## config.mk

```make
export PLATFORM = sky130hd
export DESIGN_NAME = dlf_acq_sequencer
export DESIGN_NICKNAME = d
export VERILOG_FILES = /design/src/rtl/dlf_acq_sequencer.sv
export SDC_FILE = /design/constraint.sdc
export NUM_CORES = 1
export LEC_CHECK = 0
export CAP_MARGIN = 20
export CORE_MARGIN = 5
export CORE_UTILIZATION = 32
export CTS_CLUSTER_SIZE = 16
export DETAILED_ROUTE_END_ITERATION = 10
export GPL_ROUTABILITY_DRIVEN = 0
export PLACE_DENSITY = 0.52
export SYNTH_ARGS = -nofsm -noshare
export SYNTH_HDL_FRONTEND = slang
export SYNTH_SLANG_ARGS = --single-unit
```

## constraint.sdc

```tcl
create_clock -name clk -period 3.04 [get_ports clk]
set_input_delay 0.608 -clock clk [delete_from_list [all_inputs] [get_ports clk]]
set_output_delay 0.608 -clock clk [all_outputs]
set_load 0.005 [all_outputs]
```

## src/rtl/dlf_acq_sequencer.sv

```systemverilog
//==============================================================================
// Module      : dlf_acq_sequencer
// Description : Acquisition/lock sequencer for the PLL digital PI loop filter.
//               Steps IDLE -> FACQ -> PACQ -> TRACK, gates FD pulses onto the
//               filter's fup/fdn, selects the gain gear and reports lock.
//               Optional macro LOSS_OF_LOCK_EN enables loss-of-lock exit from TRACK.
// Revision    : 1.0 - initial release
//==============================================================================
`default_nettype none

module dlf_acq_sequencer #(
    parameter int FD_QUIET    = 256,
    parameter int PD_TH       = 1,
    parameter int LOCK_CNT    = 512,
    parameter int ACQ_TIMEOUT = 4096,
    parameter int UNLOCK_CNT  = 64,
    parameter int CNT_W       = 16
) (
    input  logic              clk,
    input  logic              reset,
    input  logic              en,
    input  logic signed [3:0] pd_in,
    input  logic              fd_up,
    input  logic              fd_dn,
    output logic              fup,
    output logic              fdn,
    output logic              lf_reset,
    output logic [1:0]        gear,
    output logic              locked,
    output logic [1:0]        state
);

    typedef enum logic [1:0] {
        S_IDLE  = 2'd0,
        S_FACQ  = 2'd1,
        S_PACQ  = 2'd2,
        S_TRACK = 2'd3
    } state_t;

    localparam logic [CNT_W-1:0] c_QUIET_LAST = CNT_W'(FD_QUIET - 1);
    localparam logic [CNT_W-1:0] c_LOCK_LAST  = CNT_W'(LOCK_CNT - 1);
    localparam logic [CNT_W-1:0] c_TMO_LAST   = CNT_W'(ACQ_TIMEOUT - 1);
    localparam logic [CNT_W-1:0] c_ONE        = CNT_W'(1);
    localparam logic [4:0]       c_PD_TH      = 5'(PD_TH);

    generate
        if (FD_QUIET < 1 || LOCK_CNT < 1 || ACQ_TIMEOUT < 1 || UNLOCK_CNT < 1 || CNT_W < 2) begin : g_param_check
            $error("dlf_acq_sequencer: thresholds must be >= 1 and CNT_W >= 2");
        end
    endgenerate

    state_t           r_state;
    state_t           w_state_nxt;
    logic [CNT_W-1:0] r_quiet_cnt, w_quiet_nxt, w_quiet_inc;
    logic [CNT_W-1:0] r_lock_cnt,  w_lock_nxt,  w_lock_inc;
    logic [CNT_W-1:0] r_tmo_cnt,   w_tmo_nxt,   w_tmo_inc;
    logic             r_fup, r_fdn, r_lf_reset, r_locked;
    logic [1:0]       r_gear;
    logic             w_fup_nxt, w_fdn_nxt, w_lf_reset_nxt, w_locked_nxt;
    logic [1:0]       w_gear_nxt;
    logic [4:0]       w_pd_ext, w_pd_abs;
    logic             w_fd_pulse, w_phase_quiet;

    // Sign-extend to 5 bits first so that -8 yields +8 rather than wrapping.
    assign w_pd_ext      = {pd_in[3], pd_in};
    assign w_pd_abs      = pd_in[3] ? (5'd0 - w_pd_ext) : w_pd_ext;
    assign w_phase_quiet = (w_pd_abs <= c_PD_TH);
    assign w_fd_pulse    = fd_up | fd_dn;

    assign w_quiet_inc = (&r_quiet_cnt) ? r_quiet_cnt : r_quiet_cnt + c_ONE;
    assign w_lock_inc  = (&r_lock_cnt)  ? r_lock_cnt  : r_lock_cnt  + c_ONE;
    assign w_tmo_inc   = (&r_tmo_cnt)   ? r_tmo_cnt   : r_tmo_cnt   + c_ONE;

`ifdef LOSS_OF_LOCK_EN
    localparam logic [CNT_W-1:0] c_BAD_LAST = CNT_W'(UNLOCK_CNT - 1);
    logic [CNT_W-1:0] r_bad_cnt, w_bad_nxt, w_bad_inc;
    assign w_bad_inc = (&r_bad_cnt) ? r_bad_cnt : r_bad_cnt + c_ONE;
`endif

    always_comb begin
        w_state_nxt = r_state;
        w_quiet_nxt = r_quiet_cnt;
        w_lock_nxt  = r_lock_cnt;
        w_tmo_nxt   = r_tmo_cnt;
        w_fup_nxt   = 1'b0;
        w_fdn_nxt   = 1'b0;
`ifdef LOSS_OF_LOCK_EN
        w_bad_nxt   = r_bad_cnt;
`endif
        if (!en) begin
            w_state_nxt = S_IDLE;
            w_quiet_nxt = '0;
            w_lock_nxt  = '0;
            w_tmo_nxt   = '0;
`ifdef LOSS_OF_LOCK_EN
            w_bad_nxt   = '0;
`endif
        end else begin
            case (r_state)
                S_IDLE: begin
                    w_state_nxt = S_FACQ;
                    w_quiet_nxt = '0;
                end
                S_FACQ: begin
                    w_fup_nxt = fd_up & ~fd_dn;
                    w_fdn_nxt = fd_dn & ~fd_up;
                    if (w_fd_pulse) begin
                        w_quiet_nxt = '0;
                    end else if (r_quiet_cnt == c_QUIET_LAST) begin
                        w_state_nxt = S_PACQ;
                        w_quiet_nxt = '0;
                        w_lock_nxt  = '0;
                        w_tmo_nxt   = '0;
                    end else begin
                        w_quiet_nxt = w_quiet_inc;
                    end
                end
                S_PACQ: begin
                    // Lock is tested before timeout so a coincident pair resolves to lock.
                    if (w_fd_pulse || (!(w_phase_quiet && r_lock_cnt == c_LOCK_LAST) &&
                                       r_tmo_cnt == c_TMO_LAST)) begin
                        w_state_nxt = S_FACQ;
                        w_quiet_nxt = '0;
                        w_lock_nxt  = '0;
                        w_tmo_nxt   = '0;
                    end else if (w_phase_quiet && r_lock_cnt == c_LOCK_LAST) begin
                        w_state_nxt = S_TRACK;
                        w_lock_nxt  = '0;
                        w_tmo_nxt   = '0;
`ifdef LOSS_OF_LOCK_EN
                        w_bad_nxt   = '0;
`endif
                    end else begin
                        w_lock_nxt = w_phase_quiet ? w_lock_inc : '0;
                        w_tmo_nxt  = w_tmo_inc;
                    end
                end
                S_TRACK: begin
`ifdef LOSS_OF_LOCK_EN
                    if (w_fd_pulse || (!w_phase_quiet && r_bad_cnt == c_BAD_LAST)) begin
                        w_state_nxt = S_FACQ;
                        w_quiet_nxt = '0;
                        w_lock_nxt  = '0;
                        w_tmo_nxt   = '0;
                        w_bad_nxt   = '0;
                    end else begin
                        w_bad_nxt = w_phase_quiet ? '0 : w_bad_inc;
                    end
`endif
                end
                default: w_state_nxt = S_IDLE;
            endcase
        end

        w_lf_reset_nxt = (w_state_nxt == S_IDLE);
        w_locked_nxt   = (w_state_nxt == S_TRACK);
        case (w_state_nxt)
            S_FACQ:  w_gear_nxt = 2'd2;
            S_PACQ:  w_gear_nxt = 2'd1;
            default: w_gear_nxt = 2'd0;
        endcase
    end

    always_ff @(posedge clk or posedge reset) begin
        if (reset) begin
            r_state     <= S_IDLE;
            r_quiet_cnt <= '0;
            r_lock_cnt  <= '0;
            r_tmo_cnt   <= '0;
            r_fup       <= 1'b0;
            r_fdn       <= 1'b0;
            r_lf_reset  <= 1'b1;
            r_gear      <= 2'd0;
            r_locked    <= 1'b0;
        end else begin
            r_state     <= w_state_nxt;
            r_quiet_cnt <= w_quiet_nxt;
            r_lock_cnt  <= w_lock_nxt;
            r_tmo_cnt   <= w_tmo_nxt;
            r_fup       <= w_fup_nxt;
            r_fdn       <= w_fdn_nxt;
            r_lf_reset  <= w_lf_reset_nxt;
            r_gear      <= w_gear_nxt;
            r_locked    <= w_locked_nxt;
        end
    end

`ifdef LOSS_OF_LOCK_EN
    always_ff @(posedge clk or posedge reset) begin
        if (reset) begin
            r_bad_cnt <= '0;
        end else begin
            r_bad_cnt <= w_bad_nxt;
        end
    end
`endif

    assign fup      = r_fup;
    assign fdn      = r_fdn;
    assign lf_reset = r_lf_reset;
    assign gear     = r_gear;
    assign locked   = r_locked;
    assign state    = r_state;

endmodule

`default_nettype wire

```

==> run_results.csv, run 1 <==
group,metric,value,unit
timing,slew_headroom,48.74,%
cts,clk_latency,310,ps
power,vdd_drop_max,0.1601,mV
worst_setup_path,reg2reg_depth,6,
route,wirelength,7.332,mm
worst_setup_path,cp_top_family,"simple AND/OR/NAND/NOR gates",
yosys,synth-seq-area-share,44.03,%
yosys,syn_inst,358,
worst_setup_path,endpoint,"r_tmo_cnt[3]",
cells_and_area,diodes,0,
floorplan,io_pins,17,
hold_path,min_path_type,"flip-flop to flip-flop",
global_routing,grt_max_degree,57,
worst_setup_path,crit_start,"pd_in[1]",
route,ant_nets,0,
worst_setup_path,rr_startpoint,"r_quiet_cnt[15]",
worst_setup_path,endpoint_kind,"flip-flop",
cts,htreeDepth,2,
yosys,synth_nets,371,
yosys,synth_area,0.003186,mm²
cts,clock_path_buffers,2,
route,viasPerCell,5.480,
global_routing,antenna_found_initial,0,
route,vias,2795,
route,dr.pass1.iters,4,
route,wl_per_cell,14.38,µm
cts,clkSlewWorstSetupHoldPaths,100,ps
placed_design,dp_hpwl,5.040,mm
placed_design,dp_cells,502,
timing,skew,10.32,ps
hold_path,hold_depth,1,
route,drc,0,
timing,clock.fmax,0.3897,GHz
yosys,synth_top_flop_cell,"dfrtp_1",
worst_setup_path,cp_slowest_stage_delay,490,ps
timing,setup_tns,0,ps
floorplan,rows,36,
floorplan,die_h,109.8,µm
floorplan,die_w,109.8,µm
timing,worstMarginPinSlew,768.9,ps
worst_setup_path,cp_max_fo,21,
global_routing,grt_pass1_vias,2499,
floorplan,coreArea,0.009729,mm²
power,leakage,1.461,nW
worst_setup_path,worst-path-buf-inv,2,
timing,setup_ws,473.8,ps
worst_setup_path,worstPathCellList,"clkdlybuf4s50_1 -> inv_1 -> ha_1 -> a21oi_1 -> nand3_1 -> and2_1 -> a21o_1 -> mux2_2",
yosys,synth.distinct_cells,51,
worst_setup_path,cp.arrival,2760,ps
global_routing,grt.total_usage,12.74,%
cts,numClockSinks,56,
timing,drv_slew,0,
worst_setup_path,cp_slowest_cell,"clkdlybuf4s50_1",
cells_and_area,drive_above_1_share,9.019,%
global_routing,grt_pass1_wl,12.39,mm
timing,period_share,84.41,%
yosys,synth_enable_flop_cells,0,
cells_and_area,fillers,1017,
timing,setup_viol,0,
global_routing,grt-ovfl-total,0,
worst_setup_path,start_kind,"primary input",
worst_setup_path,worstPathRequired,3230,ps
yosys,yosysWarnings,0,
yosys,avgSynthCellArea,8.898,µm²
worst_setup_path,path_class,"primary input to flip-flop",
worst_setup_path,worstReg2RegEnd,"r_tmo_cnt[11]",
placed_design,placement.io_buffers,16,
worst_setup_path,rrSetupSlack,480,ps
route,drt_iter0_markers,180,
yosys,ys_ff_latch,56,
outcome,status,"finished clean",
flow_run,cap_violations,0,
cts,cts_tree,"built",
placed_design,dp_worst_setup_slack,171.8,ps
cells_and_area,area_growth,13.63,%
yosys,async_flop_share,100.0,%
timing,period_needed,2566,ps
floorplan,die_area,0.01205,mm²
cts,cts_setup_buffers,0,
cts,cts_buffers,5,
floorplan,start_util,32.74,%
timing,hold_ws,510.7,ps
cells_and_area,mostFrequentLayoutCell,"dfrtp_1",
cts,cts_root_buf,"clkbuf_8",
power,finalPower,1.239,mW
timing,rsz0062_at_grt,"false",
cells_and_area,final_cell_mix,"dfrtp_1, nand2_1, nand3_1",
power,power.density,342.3,mW/mm²
cts,cts_resized,0,
cells_and_area,final_nets,389,
cts,cts_hold_buf,0,
timing,finalHoldViolCount,0,
worst_setup_path,cp.depth,8,
cells_and_area,fin_cells,510,
-- power by group --
group | switching [mW] | internal, mW
Clock | 0.251 | 0.165
Sequential | 0.00197 | 0.748
Combinational | 0.0441 | 0.0288
-- synthesized netlist by cell type, types with 2 or more instances --
library cell   n  area (µm²)
dfrtp_1       55        1376
nand2_1       33       123.9
nand3_1       27       135.1
a21oi_1       25       125.1
nor2_1        25       93.84
o21ai_0       24       120.1
nand4_1       19       118.9
a31oi_1       15       93.84
clkbuf_1      13       48.80
and3_1        12       75.07
inv_1         10       37.54
nor3_1         8       40.04
and4_1         7       61.31
and2_1         6       37.54
a21o_1         5       37.54
a22o_1         5       43.79
mux2i_1        5       50.05
a41oi_1        4       35.03
ha_1           4       50.05
nor2b_1        4       25.02
o21a_1         4       30.03
or3_1          4       25.02
buf_2          3       15.01
nand2b_1       3       18.77
nand3b_1       3       22.52
nor4_1         3       18.77
mux2_2         2       22.52
nor3b_1        2       15.01
o211ai_1       2       15.01
o21ba_2        2       20.02
o31ai_1        2       15.01
o41ai_2        2       32.53
or2_2          2       12.51
-- metal layers --
metal	track usage, %	up-vias	wire length, µm
li1	-	1382	-
met3	2.290	6	413
met5	0	-	0
met2	19.18	76	3185
met4	3.473	0	47
met1	18.69	1331	3686
-- through the flow --
step,utilization [%],instance area [µm²]
2_1_floorplan,-,3186
5_1_grt,37.20,3620
6_report,37.20,3620
3_3_place_gp,36.29,3531
4_1_cts,37.20,3620
3_5_place_dp,36.29,3531
-- area by class of cell --
cell class / instances / area [µm²] / share of cell area (%)
inverters: 10 / 37.54 / 1.037
well taps: 133 / 166.4 / 4.597
multi-input cells: 276 / 1682 / 46.46
clock inverters: 2 / 16.27 / 0.4494
clock buffers: 6 / 72.57 / 2.005
flip-flops and latches: 56 / 1403 / 38.75
repair buffers: 27 / 242.7 / 6.706
-- logic make-up after synthesis --
kind of cell	Yosys count	synth area share (%)
and+or+nand+nor	164	28.04
xor gates and xnor gates	2	0.5500
AOI/OAI and AO/OA	99	20.35
adders and majority gates	4	1.571
DFF	56	44.03
buffers and inverters	26	3.182
muxes	7	2.278
-- sequential cells by signal, indices dropped and copies added (netlist names) --
name	count
r_lock_cnt	16
r_quiet_cnt	16
r_tmo_cnt	16
gear	2
state	2
fdn	1
fup	1
lf_reset	1
locked	1
-- worst min path at each step --
stage / slack (ps) / endpoint / from
detailed placement: 500 / r_quiet_cnt[11] / r_quiet_cnt[11]
floorplan: 460 / r_quiet_cnt[11] / r_quiet_cnt[11]
global placement: 490 / r_lock_cnt[3] / r_lock_cnt[3]
global route: 530 / r_quiet_cnt[11] / r_quiet_cnt[11]
CTS: 510 / r_quiet_cnt[11] / r_quiet_cnt[11]
finish: 510 / r_quiet_cnt[11] / r_quiet_cnt[11]
Power figures use the tool's default switching activity.
==> run 2, diff against run 1 <==
- PLACE_DENSITY: 0.52 -> 0.54
- clock period: 3.04 -> 2.3 ns (I/O delays scaled with it)
==> run 2 against run 1 <==
  * Combinational power is 65% higher
  * Clock power is 61% higher
  * Clock skew is 1.3 ps lower
  * First-iteration DRC count is 16% lower
  * Cell count is 11% higher
  * Cell area is 14% higher
  * Largest power group unchanged
  * Clock-buffer cell count is 1 lower
  * Global-route usage is 0.95 points higher
  * Register-to-register slack worse by 410 ps
  * Critical path type is now flip-flop to flip-flop
  * Critical path depth is 2 lower
==> run_results.csv, run 2 (synthesis results as in run 1) <==
group,metric,value,unit
global_routing,grt_util_met2,21.27,%
floorplan,coreArea,0.009729,mm²
cells_and_area,area_growth,29.69,%
power,power.density,431.5,mW/mm²
global_routing,grt_max_degree,21,
cells_and_area,fillers,983,
cts,clkSlewWorstSetupHoldPaths,110,ps
worst_setup_path,worst-path-buf-inv,1,
worst_setup_path,cp.arrival,2470,ps
timing,finalHoldViolCount,0,
worst_setup_path,cp_max_fo,7,
floorplan,rows,36,
global_routing,antenna_found_initial,0,
route,wirelength,7.973,mm
cts,cts_root_buf,"clkbuf_8",
global_routing,grt.total_usage,13.70,%
route,drc,0,
power,leakage,1.783,nW
route,vias,2969,
route,dr.pass1.iters,4,
timing,drv_slew,0,
cts,htreeDepth,2,
route,viasPerCell,5.264,
timing,skew,9.064,ps
global_routing,use_met1,19.35,%
timing,setup_viol,0,
floorplan,io_pins,17,
cells_and_area,final_nets,443,
flow_run,cap_violations,0,
placed_design,placement.io_buffers,16,
timing,period_needed,2233,ps
power,finalPower,1.783,mW
timing,period_share,97.11,%
cells_and_area,fin_cells,564,
worst_setup_path,cp_slowest_cell,"or4_4",
worst_setup_path,worstPathRequired,2530,ps
floorplan,start_util,32.74,%
worst_setup_path,cp_slowest_stage_delay,550,ps
cells_and_area,seq_area,0.001403,mm²
cells_and_area,utilization,42.46,%
route,ant_nets,0,
global_routing,grt-ovfl-total,0,
route,drt_iter0_markers,152,
cts,cts_buffers,5,
route,wl_per_cell,14.14,µm
worst_setup_path,endpoint_kind,"flip-flop",
floorplan,die_h,109.8,µm
cts,clk_latency,320,ps
worst_setup_path,path_class,"flip-flop to flip-flop",
timing,hold_ws,428.8,ps
timing,clock.fmax,0.4477,GHz
placed_design,dp_cells,553,
timing,slew_headroom,69.67,%
cells_and_area,drive_above_1_share,24.13,%
cts,cts_tree,"built",
global_routing,met3_usage,2.642,%
worst_setup_path,start_kind,"flip-flop",
worst_setup_path,cp_top_family,"simple AND/OR/NAND/NOR gates",
global_routing,grt_pass1_vias,2739,
global_routing,grt-busiest-layer,"met2",
cells_and_area,reg.largest.list,"r_lock_cnt x16, r_quiet_cnt x16, r_tmo_cnt x16",
cells_and_area,diodes,0,
cts,clock_path_buffers,2,
worst_setup_path,worstPathCellList,"or4_4 -> nor4_4 -> a21oi_2 -> or3_4 -> buf_6 -> o41ai_2",
floorplan,die_w,109.8,µm
placed_design,dp_hpwl,5.739,mm
cells_and_area,final_cell_mix,"buf_4, dfrtp_1, nand2_1",
hold_path,min_path_type,"primary input to async pin",
global_routing,grt_pass1_wl,13.24,mm
power,vdd_drop_max,0.2400,mV
cts,numClockSinks,56,
timing,setup_tns,0,ps
cells_and_area,multi_input_area,0.001759,mm²
outcome,status,"finished clean",
floorplan,die_area,0.01205,mm²
timing,worstMarginPinSlew,451.5,ps
cells_and_area,mostFrequentLayoutCell,"buf_4",
==> run 2: cell types whose count changed in the layout (fill, tap and decap cells not counted), moves of 2 or more <==
cell	delta
or3b_4	+2
dlymetal6s2s_1	+2
buf_4	+49
buf_6	+3
clkdlybuf4s50_1	-2
==> run 2: final cells by class <==
class | instances | share of cell area, %
clock buffer | 5 | 1.666
sequential | 56 | 33.95
timing repair buffer | 80 | 15.84
clock inverter | 3 | 1.030
inverter | 10 | 0.9085
tap | 133 | 4.028
multi-input combinational | 277 | 42.58
==> run 2: layer usage <==
metal / up-vias / part of all wire, %
met5: - / 0
met4: 0 / 0.92
met1: 1427 / 51
li1: 1488 / -
met3: 6 / 3.4
met2: 48 / 45
==> run 2: where the power goes <==
| part | switching (mW) | leakage (nW) | internal [mW] |
|---|---|---|---|
| Sequential | 0.00269 | 0.774 | 0.989 |
| Combinational | 0.0663 | 0.955 | 0.0540 |
| Clock | 0.348 | 0.0541 | 0.323 |
| Total | 0.417 | 1.78 | 1.37 |
==> run 2: path summary, 6_finish.rpt <==
| kind | from | end | slack [ps] | depth (start not counted) |
|---|---|---|---|---|
| min reg2reg | r_quiet_cnt[1] | r_quiet_cnt[1] | 520 | 2 |
| min in group clk | r_quiet_cnt[1] | r_quiet_cnt[1] | 520 | 2 |
| min | reset | r_lock_cnt[0] | 430 | 2 |
| max | r_quiet_cnt[8] | r_tmo_cnt[11] | 70 | 6 |
| max in group asynchronous | reset | r_tmo_cnt[5] | 1280 | 3 |
| max reg2reg | r_quiet_cnt[8] | r_tmo_cnt[11] | 70 | 6 |
==> run 2: timing repair <==
| action | CTS | global route |
|---|---|---|
| pin swaps | 0 | 6 |
| hold buffers | 0 | 0 |
| endpoints found under the setup margin | 4 | 42 |
| gates cloned | 0 | 2 |
| buffers inserted | 0 | 1 |
| resized for setup | 2 | 21 |
==> run 2: per-stage QoR <==
stage | area [µm²] | setup slack, ps
2_1_floorplan | 3196 | 4.103
3_3_place_gp | 3924 | -338.1
3_5_place_dp | 3924 | -371.0
4_1_cts | 4043 | 4.855
5_1_grt | 4131 | -3.495
6_report | 4131 | 66.52
==> run 2: worst register-to-register path: stages, from the launching register on <==
cell and delay (ps):
dfrtp_1 390, or4_4 550, nor4_4 330, a21oi_2 120
or3_4 440, buf_6 140, o41ai_2 180
